## config.mk

```make
export PLATFORM = sky130hd
export DESIGN_NAME = stream_mux_n
export DESIGN_NICKNAME = d
export VERILOG_FILES = /design/src/rtl/stream_mux_n.sv
export SDC_FILE = /design/constraint.sdc
export NUM_CORES = 1
export LEC_CHECK = 0
export ABC_AREA = 1
export CAP_MARGIN = 40
export CORE_MARGIN = 8
export CORE_UTILIZATION = 45
export DETAILED_ROUTE_END_ITERATION = 10
export GPL_TIMING_DRIVEN = 1
export PLACE_DENSITY = 0.92
export REMOVE_ABC_BUFFERS = 1
export SLEW_MARGIN = 10
export SYNTH_ARGS = -nofsm -noshare
export SYNTH_HDL_FRONTEND = slang
export SYNTH_SLANG_ARGS = --single-unit
```

## constraint.sdc

```tcl
create_clock -name clk -period 3.05 [get_ports clk]
set_input_delay 0.305 -clock clk [delete_from_list [all_inputs] [get_ports clk]]
set_output_delay 0.305 -clock clk [all_outputs]
set_load 0.01 [all_outputs]
```

## src/rtl/stream_mux_n.sv

```systemverilog
`default_nettype none
// ============================================================================
//  Module   : stream_mux_n
//  Purpose  : N-input registered valid/ready stream multiplexer. The channel
//             comes from a registered select, or from round-robin arbitration
//             when MUX_RR_ARB_EN is defined.
//  Revision : 1.0  initial release
// ============================================================================
module stream_mux_n #(
    parameter  int WIDTH    = 8,
    parameter  int N_INPUTS = 4,
    parameter  int CNT_W    = 16,
    localparam int SEL_W    = $clog2(N_INPUTS)
) (
    input  logic                      clk,
    input  logic                      rst,
    input  logic [N_INPUTS*WIDTH-1:0] in_data,
    input  logic [N_INPUTS-1:0]       in_valid,
    output logic [N_INPUTS-1:0]       in_ready,
    input  logic [SEL_W-1:0]          sel,
    input  logic                      sel_load,
    input  logic                      rr_mode,
    output logic [WIDTH-1:0]          out_data,
    output logic                      out_valid,
    input  logic                      out_ready,
    output logic [SEL_W-1:0]          cur_sel,
    output logic                      sel_err,
    output logic [CNT_W-1:0]          beat_cnt
);

    localparam logic [SEL_W:0] c_n_inputs = N_INPUTS[SEL_W:0];

    logic [SEL_W-1:0] r_sel_q;
    logic [SEL_W-1:0] w_active;
    logic             w_req_ok;
    logic             w_slot_free;
    logic             w_transfer;
    logic [WIDTH-1:0] w_active_data;

`ifdef MUX_RR_ARB_EN
    logic             r_rr_mode;
    logic [SEL_W-1:0] r_rr_ptr;
    logic [SEL_W-1:0] w_grant;
    logic [SEL_W-1:0] w_rr_next;
    logic             w_any_valid;

    // Scan from the farthest offset down so the nearest valid channel to
    // rr_ptr is the one left in w_grant.
    always_comb begin
        logic [SEL_W:0] v_idx;
        v_idx       = '0;
        w_grant     = r_rr_ptr;
        w_any_valid = 1'b0;
        for (int k = N_INPUTS - 1; k >= 0; k--) begin
            v_idx = {1'b0, r_rr_ptr} + k[SEL_W:0];
            if (v_idx >= c_n_inputs) begin
                v_idx = v_idx - c_n_inputs;
            end
            if (in_valid[v_idx[SEL_W-1:0]]) begin
                w_grant     = v_idx[SEL_W-1:0];
                w_any_valid = 1'b1;
            end
        end
    end

    always_comb begin
        logic [SEL_W:0] v_nxt;
        v_nxt     = {1'b0, w_grant} + 1'b1;
        w_rr_next = (v_nxt >= c_n_inputs) ? '0 : v_nxt[SEL_W-1:0];
    end

    assign w_active = r_rr_mode ? w_grant : r_sel_q;
    assign w_req_ok = r_rr_mode ? w_any_valid : 1'b1;

    always_ff @(posedge clk) begin
        if (rst) begin
            r_rr_mode <= 1'b0;
            r_rr_ptr  <= '0;
        end else begin
            r_rr_mode <= rr_mode;
            if (r_rr_mode && w_transfer) begin
                r_rr_ptr <= w_rr_next;
            end
        end
    end
`else
    logic w_unused_rr_mode;
    assign w_unused_rr_mode = rr_mode;
    assign w_active         = r_sel_q;
    assign w_req_ok         = 1'b1;
`endif

    assign w_slot_free   = !out_valid || out_ready;
    assign cur_sel       = w_active;
    assign w_active_data = in_data[w_active*WIDTH +: WIDTH];

    // Only the active channel may see ready; reset masks it so no beat is
    // taken in a reset cycle.
    always_comb begin
        in_ready = '0;
        if (!rst && w_slot_free && w_req_ok) begin
            in_ready[w_active] = 1'b1;
        end
    end

    assign w_transfer = in_valid[w_active] && in_ready[w_active];

    always_ff @(posedge clk) begin
        if (rst) begin
            out_valid <= 1'b0;
            out_data  <= '0;
            r_sel_q   <= '0;
            sel_err   <= 1'b0;
            beat_cnt  <= '0;
        end else begin
            if (w_transfer) begin
                out_data  <= w_active_data;
                out_valid <= 1'b1;
                beat_cnt  <= beat_cnt + 1'b1;
            end else if (out_valid && out_ready) begin
                out_valid <= 1'b0;
            end
            sel_err <= 1'b0;
            if (sel_load) begin
                if ({1'b0, sel} < c_n_inputs) begin
                    r_sel_q <= sel;
                end else begin
                    sel_err <= 1'b1;
                end
            end
        end
    end

endmodule
`default_nettype wire

```

; ---- Word-level counts from Yosys, hierarchy flattened
; Index checks and enable logic that the tools add are counted.
[op_classes]
n_eq_ne = 0
muxes = 9
shifts = 1
order_cmp = 2
addsub = 1
multipliers = 0
n_reduce_logical = 8
n_div = 0
bitwise_logic = 0
[ops]
columns = operator, n
row1 = $shiftx 32x6->8, 1
row2 = $add 16x1->16 const B, 1
row3 = $mux 1, 5
row4 = $bmux 1 s2, 2
row5 = $logic_and 1x1->1, 4
row6 = $mux 4, 1
row7 = $lt 2x3->1 const B, 1
row8 = $demux 1 s2, 1
row9 = $ge 2x1->1 const B, 1
row10 = $logic_not 1->1, 2
row11 = $reduce_bool 2->1, 1
row12 = $logic_or 1x1->1, 1
[totals]
romBits = 0
ff_bits = 27
ram_bits = 0
latch_bits = 0
mem_count = 0
out_inout_bits = 32
elab_cells = 25

; ---- Longest topological paths before layout
; Gate-level depths: netlist of run 1.
[depth]
ltp_word = 9
depth_mapped = 10

; ---- Worst setup path before layout of run 1
; No wires, ideal clock.
[synth_path]
path_kind = reg-to-output
from = register r_sel_q[0] (netlist: cur_sel[0])
to = output port in_ready[1]
stages_incl_launch_ff = 5
n_path_buf = 2
slack_ps = 1622
arrival_time_ps = 1123
cell_sequence = dfxtp_1 inv_1 buf_2 buf_2 nor3_1
[synth_via]
elab_chain_cells = 5
elab_cells_between_ends = 6
[synth_lines]
columns = element, line_no
row1 = "start, declared", 33  ; logic [SEL_W-1:0] r_sel_q;
row2 = "start signal, assigned", 126  ; r_sel_q <= sel;
row3 = $lt 2x3->1 (not written as such) / $ge 2x1->1 (equally long branches), 102  ; in_ready[w_active] = 1'b1;
row4 = $logic_and 1x1->1 (not written as such), 102
row5 = $mux 1 (not written as such), 102
row6 = $demux 1 s2 (*), 102
row7 = $mux 4 (*), 101  ; if (!rst && w_slot_free && w_req_ok) begin
row8 = "end, declared", 19  ; output logic [N_INPUTS-1:0] in_ready,
; Mark *: on every way between the ends. The rest lies on a longest branch, timed or not.

; ---- Final worst setup path of run 1
[layout_path]
from = input port out_ready
to = output port in_ready[0]
[layout_via]
elab_chain_cells = 3
[layout_lines]
columns = element, line_no
row1 = "start, declared", 25  ; input logic out_ready,
row2 = $logic_or 1x1->1, 93  ; assign w_slot_free = !out_valid || out_ready;
row3 = $logic_and 1x1->1, 101
row4 = $mux 4, 101
; No other way between the ends.

==> results of run 1 <==
==> registers in the layout, indices dropped and copies added, names as in the netlist <==
name       count
cur_sel        2
beat_cnt      16
out_data       8
out_valid      1
==> power by group <==
part / switching [W] / internal, W / leakage (nW) / total (W)
clock network: 0.000115 / 0.0000917 / 0.0255 / 0.000207
registers: 0.00000940 / 0.000368 / 0.220 / 0.000377
logic: 0.0000969 / 0.000104 / 0.646 / 0.000201
total: 0.000221 / 0.000564 / 0.891 / 0.000785
==> metal layers <==
layer  vias up  routed length, um  track usage, %
met4         0                 85            6.04
li1        974                  -               -
met2        91               2260            26.4
met1       862               1900            16.5
met5         -                  0               0
met3         9                681            10.0
==> logic make-up after synthesis <==
family / after synthesis / synth area share, %
AND/OR/NAND/NOR: 158 / 41.8
adder cells (fa/ha/maj): 1 / 0.747
XOR/XNOR: 7 / 3.66
buffers and inverters: 34 / 10.1
other: 1 / 0.224
AO/OA/AOI/OAI: 31 / 11.2
flip-flops: 27 / 32.3
==> area by class of cell <==
class                   count  area [sq um]  share of cell area [%]
flip-flops and latches     27           541                    22.3
inverters                  18          68.8                    2.84
repair buffers             75           743                    30.7
clock buffers               3          41.3                    1.70
well taps                  48          60.1                    2.48
multi-input cells         198           965                    39.8
clock inverters             1          5.00                   0.207
==> cell usage in the layout (no fill, tap or decap), drive strengths merged <==
| master | netlist | final |
|---|---|---|
| clkbuf | 3 | 3 |
| clkinv | 1 | 2 |
| nand2 | 68 | 68 |
| nand3 | 39 | 39 |
| conb | 1 | 1 |
| ha | 1 | 1 |
| o21ai | 14 | 14 |
| xnor2 | 2 | 2 |
| nand4 | 14 | 14 |
| nor2 | 33 | 33 |
| nor3 | 4 | 4 |
| dfxtp | 27 | 27 |
| buf | 13 | 3 |
| inv | 17 | 17 |
| clkdlybuf4s50 | 0 | 72 |
| xor2 | 5 | 5 |
| a21oi | 16 | 16 |
| o21bai | 1 | 1 |
==> tightest hold or removal path, stage by stage (launching register included) <==
cell,delay (ps)
dfxtp_1,340
nor2_1,50
nor2_1,80
==> final timing paths <==
| check | from | to | slack (ps) | cells past startpoint |
|---|---|---|---|---|
| max | out_ready | in_ready[0] | 670 | 8 |
| max reg2reg | cur_sel[1] | out_data[7] | 1030 | 8 |
| min | out_data[2] | out_data[2] | 490 | 2 |
| min reg2reg | out_data[2] | out_data[2] | 490 | 2 |
==> cells in the mapped netlist <==
master	n	area, sq um
ha_1	1	12.5
conb_1	1	3.75
a21oi_1	8	40.0
inv_1	17	63.8
clkbuf_1	3	11.3
nand3_1	39	195
buf_2	8	40.0
nand2_1	64	240
buf_4	2	15.0
nor3_1	4	20.0
buf_6	3	33.8
dfxtp_1	27	541
xor2_1	5	43.8
nand2_2	3	18.8
nand2_4	1	11.3
clkinv_2	1	5.00
nor2_2	1	6.26
nand4_1	14	87.6
a21oi_2	8	70.1
xnor2_1	2	17.5
nor2_1	32	120
o21bai_1	1	7.51
o21ai_0	14	70.1
==> through the flow <==
step | cell area (sq um) | worst slack [ps]
after floorplan | 1570 | 985
after global placement | 2380 | 833
after detailed placement | 2380 | 668
after CTS | 2420 | 676
after global routing | 2420 | 563
final | 2420 | 668
==> Flow_metrics.wiki, run 1 <==
{| class="wikitable"
! Metric !! Value
|-
| Die area || 5930 sq um
|-
| Setup repair after global routing missed its margin || false
|-
| Min cycle time layout || 2380 ps
|-
| CTS tree || yes
|-
| Number of H-tree branching levels || 1
|-
| Final Cycle Share || 78.1%
|-
| Maximum number of pins on one net before global-route repair || 28
|-
| Layout area overhead || 44.8%
|-
| Type of origin of the critical path || primary input
|-
| Synth Register Bits || 27
|-
| Layout cells sized above 1 || 6.52%
|-
| Classification of the worst-slack hold path || reg -> reg
|-
| Total standard cell area after synthesis || 1670 sq um
|-
| Number of gates given a new drive strength after cts || 0
|-
| Die width || 77.0 um
|-
| Number of input and output port buffers inserted || 72
|-
| Synthesized area per cell || 6.46 sq um
|-
| Starting Density || 46.4%
|-
| Cell variety after synth || 23
|-
| Starting DRC count in detailed routing || 110
|-
| Fin nets || 367
|-
| Final Util || 67.2%
|-
| Warning count from the yosys run || 0
|-
| WL final || 4.93 mm
|-
| Slowest library cell on the worst path || clkdlybuf4s50_1
|-
| Total gr overflow || 0
|-
| Average detailed-routed wire length per instance || 13.3 um
|-
| Count of final hold-check violations || 0
|-
| Wire length of the first global-routing pass || 8.15 mm
|-
| Tightest slew margin relative to the limit || 61.6%
|-
| Clock sink count || 27
|-
| Setup violation total in the final timing report || 0
|-
| Cell-by-cell listing of the critical path || clkdlybuf4s50_1 -> inv_1 -> nand2_1 -> inv_1 -> nor2_1 -> inv_1 -> nor3_1 -> clkdlybuf4s50_1
|-
| Skew-Pair Late Insertion Delay || 280 ps
|-
| Leak || 0.891 nW
|-
| DPL Wire Length || 3.87 mm
|-
| Most frequent cell on the critical path || inv_1
|-
| Worst-case hold slack || 491 ps
|-
| Count of TritonRoute iterations in the first routing pass || 4
|-
| Die height || 77.0 um
|-
| Startpoint-to-endpoint class of the critical path || in -> out
|-
| Finished Layout Cells || 370
|-
| Core area || 3610 sq um
|-
| Element type at the critical path end || output pin
|-
| Largest stage delay, worst path || 620 ps
|-
| I/O pin cnt || 75
|-
| Buffers plus inverters on the worst setup path || 5
|-
| Tightest Pin Transition || 575 ps
|-
| Largest driver fanout on the critical path || 4
|-
| Family with the most delay on the worst path || buffers and inverters
|-
| Total negative slack || 0 ps
|-
| Clock slew at the register clock pins of the worst setup and hold paths || 90 ps
|-
| Count of hold-fix buffers inserted at cts || 0
|-
| Data required, critical path || 2740 ps
|-
| Remaining antenna violation count after routing || 0
|-
| Antenna cells || 0
|-
| Total global-route track usage || 16.2%
|-
| Largest buffer count on any clock path || 2
|-
| Peak VDD IR || 0.000194 V
|-
| Maximum frequency from static timing analysis || 420 MHz
|-
| Max-cap violations || 0
|-
| Root buf cell || clkbuf_8
|-
| Power Density || 324 nW/um^2
|-
| Count of final max-slew check failures || 0
|-
| Synth Instances || 259
|-
| Post-CTS Setup Bufs || 0
|-
| Last weighted congestion value of the routability-driven placer || 0.838
|-
| Run status || finished, final reports clean
|-
| Part of the Yosys area used for sequential elements || 32.3%
|-
| Fill cell count || 327
|-
| Setup Skew || 5.71 ps
|-
| Via count normalized by instance count || 5.23
|-
| Sum of internal, switching and leakage power || 0.000785 W
|-
| Number of rows in the core area || 22
|-
| Clock buffers created by TritonCTS || 3
|-
| Total placed cells including tap cells || 366
|-
| Number of antenna violations at the first check in global routing || 0
|-
| DR DRC count || 0
|-
| Number of vias in the routed layout || 1936
|-
| Number of global-route vias before repair || 1863
|-
| Arrival time of the worst setup path || 2080 ps
|}
No activity file was read; power rests on OpenSTA's default activity.
==> run 2: changes to the inputs <==
--- a/config.mk
+++ b/config.mk
@@ -8,10 +8,10 @@
 export ABC_AREA = 1
 export CAP_MARGIN = 40
 export CORE_MARGIN = 8
-export CORE_UTILIZATION = 45
+export CORE_UTILIZATION = 42
 export DETAILED_ROUTE_END_ITERATION = 10
 export GPL_TIMING_DRIVEN = 1
-export PLACE_DENSITY = 0.92
+export PLACE_DENSITY = 0.87
 export REMOVE_ABC_BUFFERS = 1
 export SLEW_MARGIN = 10
 export SYNTH_ARGS = -nofsm -noshare
==> constraint.sdc (replaced) <==
create_clock -name clk -period 2.4 [get_ports clk]
set_input_delay 0.24 -clock clk [delete_from_list [all_inputs] [get_ports clk]]
set_output_delay 0.24 -clock clk [all_outputs]
set_load 0.01 [all_outputs]
==> Flow_metrics.wiki, run 2 (same netlist as run 1, synthesis figures left out) <==
{| class="wikitable"
! Metric !! Value
|-
| Final Util || 62.0% (-5.3 points)
|-
| Maximum frequency from static timing analysis || 466 MHz
|-
| Antenna cells || 0 (unchanged)
|-
| Largest buffer count on any clock path || 2 (unchanged)
|-
| Most used cells in the layout excluding fill and tap cells || clkdlybuf4s50_1 (72), nand2_1 (64), nand3_1 (39)
|-
| Starting Density || 42.8% (-3.7 points)
|-
| Root buf cell || clkbuf_8
|-
| Flip-flop count of the largest register, all copies and words added || 16 (unchanged)
|-
| Wire length of the first global-routing pass || 8.05 mm (-1.3%)
|-
| Last weighted congestion value of the routability-driven placer || 0.806 (-3.7%)
|-
| Number of vias in the routed layout || 1882 (-2.8%)
|-
| Total gr overflow || 0 (unchanged)
|-
| Via count normalized by instance count || 5.06 (-3.3%)
|-
| Skew-Pair Late Insertion Delay || 270 ps (about the same)
|-
| Largest stage delay, worst path || 580 ps (-40 ps)
|-
| Layout cells sized above 1 || 6.21% (-0.31 points)
|-
| Setup Skew || 6.45 ps (+0.736 ps)
|-
| Clock slew at the register clock pins of the worst setup and hold paths || 100 ps (about the same)
|-
| Fill cell count || 390 (+19%)
|-
| Average detailed-routed wire length per instance || 12.9 um (-2.7%)
|-
| Reg with most FFs || beat_cnt
|-
| Setup violation total in the final timing report || 0 (unchanged)
|-
| Final critical-path setup slack || 252 ps (-416 ps)
|-
| Routed length on met3 || 630 um (-7.5%)
|-
| Leading cell type in the layout, fill and taps excluded || clkdlybuf4s50_1
|-
| Cell-by-cell listing of the critical path || clkdlybuf4s50_1 -> inv_1 -> nand2_1 -> inv_1 -> nor2_1 -> inv_1 -> nor3_1 -> clkdlybuf4s50_1
|-
| Element type at the critical path end || output pin
|-
| Most frequent cell on the critical path || inv_1
|-
| Startpoint-to-endpoint class of the critical path || in -> out
|-
| Die height || 79.1 um (+2.8%)
|-
| Highest routing layer actually used || met4
|-
| Fin nets || 367 (unchanged)
|-
| Setup repair after global routing missed its margin || false
|-
| Count of final hold-check violations || 0 (unchanged)
|-
| Power Density || 410 nW/um^2 (+27%)
|-
| WL final || 4.82 mm (-2.2%)
|-
| Number of gates given a new drive strength after cts || 0 (unchanged)
|-
| Clock buffers created by TritonCTS || 3 (unchanged)
|-
| Total negative slack || 0 ps (unchanged)
|-
| Die width || 79.1 um (+2.8%)
|-
| Final Cycle Share || 89.5%
|-
| Core area || 3910 sq um (+8.5%)
|-
| Total global-route track usage || 15.3% (-0.90 points)
|-
| Starting DRC count in detailed routing || 73 (-34%)
|-
| Number of rows in the core area || 23 (+4.5%)
|-
| Routed length on met2 || 2.20 mm (-2.5%)
|-
| Slowest library cell on the worst path || clkdlybuf4s50_1
|-
| Max-cap violations || 0 (unchanged)
|-
| Run status || finished, final reports clean
|-
| Largest driver fanout on the critical path || 4 (unchanged)
|-
| Area of all placed cells without fillers || 2420 sq um (about the same)
|-
| Arrival time of the worst setup path || 1910 ps (-170 ps)
|-
| Number of input and output port buffers inserted || 72 (unchanged)
|-
| DPL Wire Length || 3.77 mm (-2.5%)
|-
| Classification of the worst-slack hold path || reg -> reg
|-
| Clock sink count || 27 (unchanged)
|-
| Post-CTS Setup Bufs || 0 (unchanged)
|-
| Count of hold-fix buffers inserted at cts || 0 (unchanged)
|-
| Data required, critical path || 2160 ps (-580 ps)
|-
| Remaining antenna violation count after routing || 0 (unchanged)
|-
| DR DRC count || 0 (unchanged)
|-
| Layout area overhead || 44.8% (about the same)
|-
| CTS tree || yes
|-
| Total placed instance area || 2380 sq um (+0.11%)
|-
| Maximum number of pins on one net before global-route repair || 28 (unchanged)
|-
| Count of TritonRoute iterations in the first routing pass || 4 (unchanged)
|-
| Number of antenna violations at the first check in global routing || 0 (unchanged)
|-
| Wire length on met1 || 1.94 mm (+2.1%)
|-
| Number of H-tree branching levels || 1 (unchanged)
|-
| Tightest slew margin relative to the limit || 61.9% (+0.25 points)
|-
| Number of global-route vias before repair || 1925 (+3.3%)
|-
| Leak || 0.888 nW (-0.31%)
|-
| Die area || 6260 sq um (+5.6%)
|-
| I/O pin cnt || 75 (unchanged)
|-
| Count of final max-slew check failures || 0 (unchanged)
|-
| Min cycle time layout || 2150 ps
|-
| Post-Place Setup Slack || 241 ps (-427 ps)
|-
| Type of origin of the critical path || primary input
|-
| Peak VDD IR || 0.000302 V (+55%)
|-
| Tightest Pin Transition || 571 ps (-3.70 ps)
|}
## run 2: critical path, delay by kind of cell
kind | cells | cell delay [ps]
buffers and inverters | 5 | 1260
and+or+nand+nor | 3 | 410
## run 2: worst paths after layout
| check | from | endpoint | slack (ps) | depth (start not counted) |
|---|---|---|---|---|
| worst max register to register | cur_sel[0] | beat_cnt[13] | 520 | 9 |
| worst min register to register | out_data[2] | out_data[2] | 490 | 2 |
| worst min-delay path | out_data[2] | out_data[2] | 490 | 2 |
| worst max-delay path | out_ready | in_ready[2] | 250 | 8 |
## run 2: through the flow
stage | instances | total power, W | hold slack, ps
global route | 372 | 0.00104 | 518
finish | 372 | 0.000994 | 489
floorplan | 243 | 0.000594 | 302
CTS | 372 | 0.00100 | 494
global placement | 368 | 0.000740 | 462
detailed placement | 368 | 0.000745 | 472
## run 2: where the power goes
part | switching, W | total [W] | internal [W]
Sequential | 0.0000122 | 0.000480 | 0.000468
Combinational | 0.000120 | 0.000252 | 0.000132
Clock | 0.000143 | 0.000262 | 0.000119
## run 2: final cells by class
class	instances	area, sq um	share of cell area (%)
clock buffer	4	45.0	1.86
sequential	27	541	22.3
multi-input combinational	198	965	39.8
tap	50	62.6	2.58
timing repair buffer	75	743	30.7
inverter	18	68.8	2.84
## run 2: layer usage
layer,vias up,global-route usage [%]
met5,-,0
met4,0,3.89
met3,4,8.35
met2,73,26.7
met1,831,15.5
li1,974,-
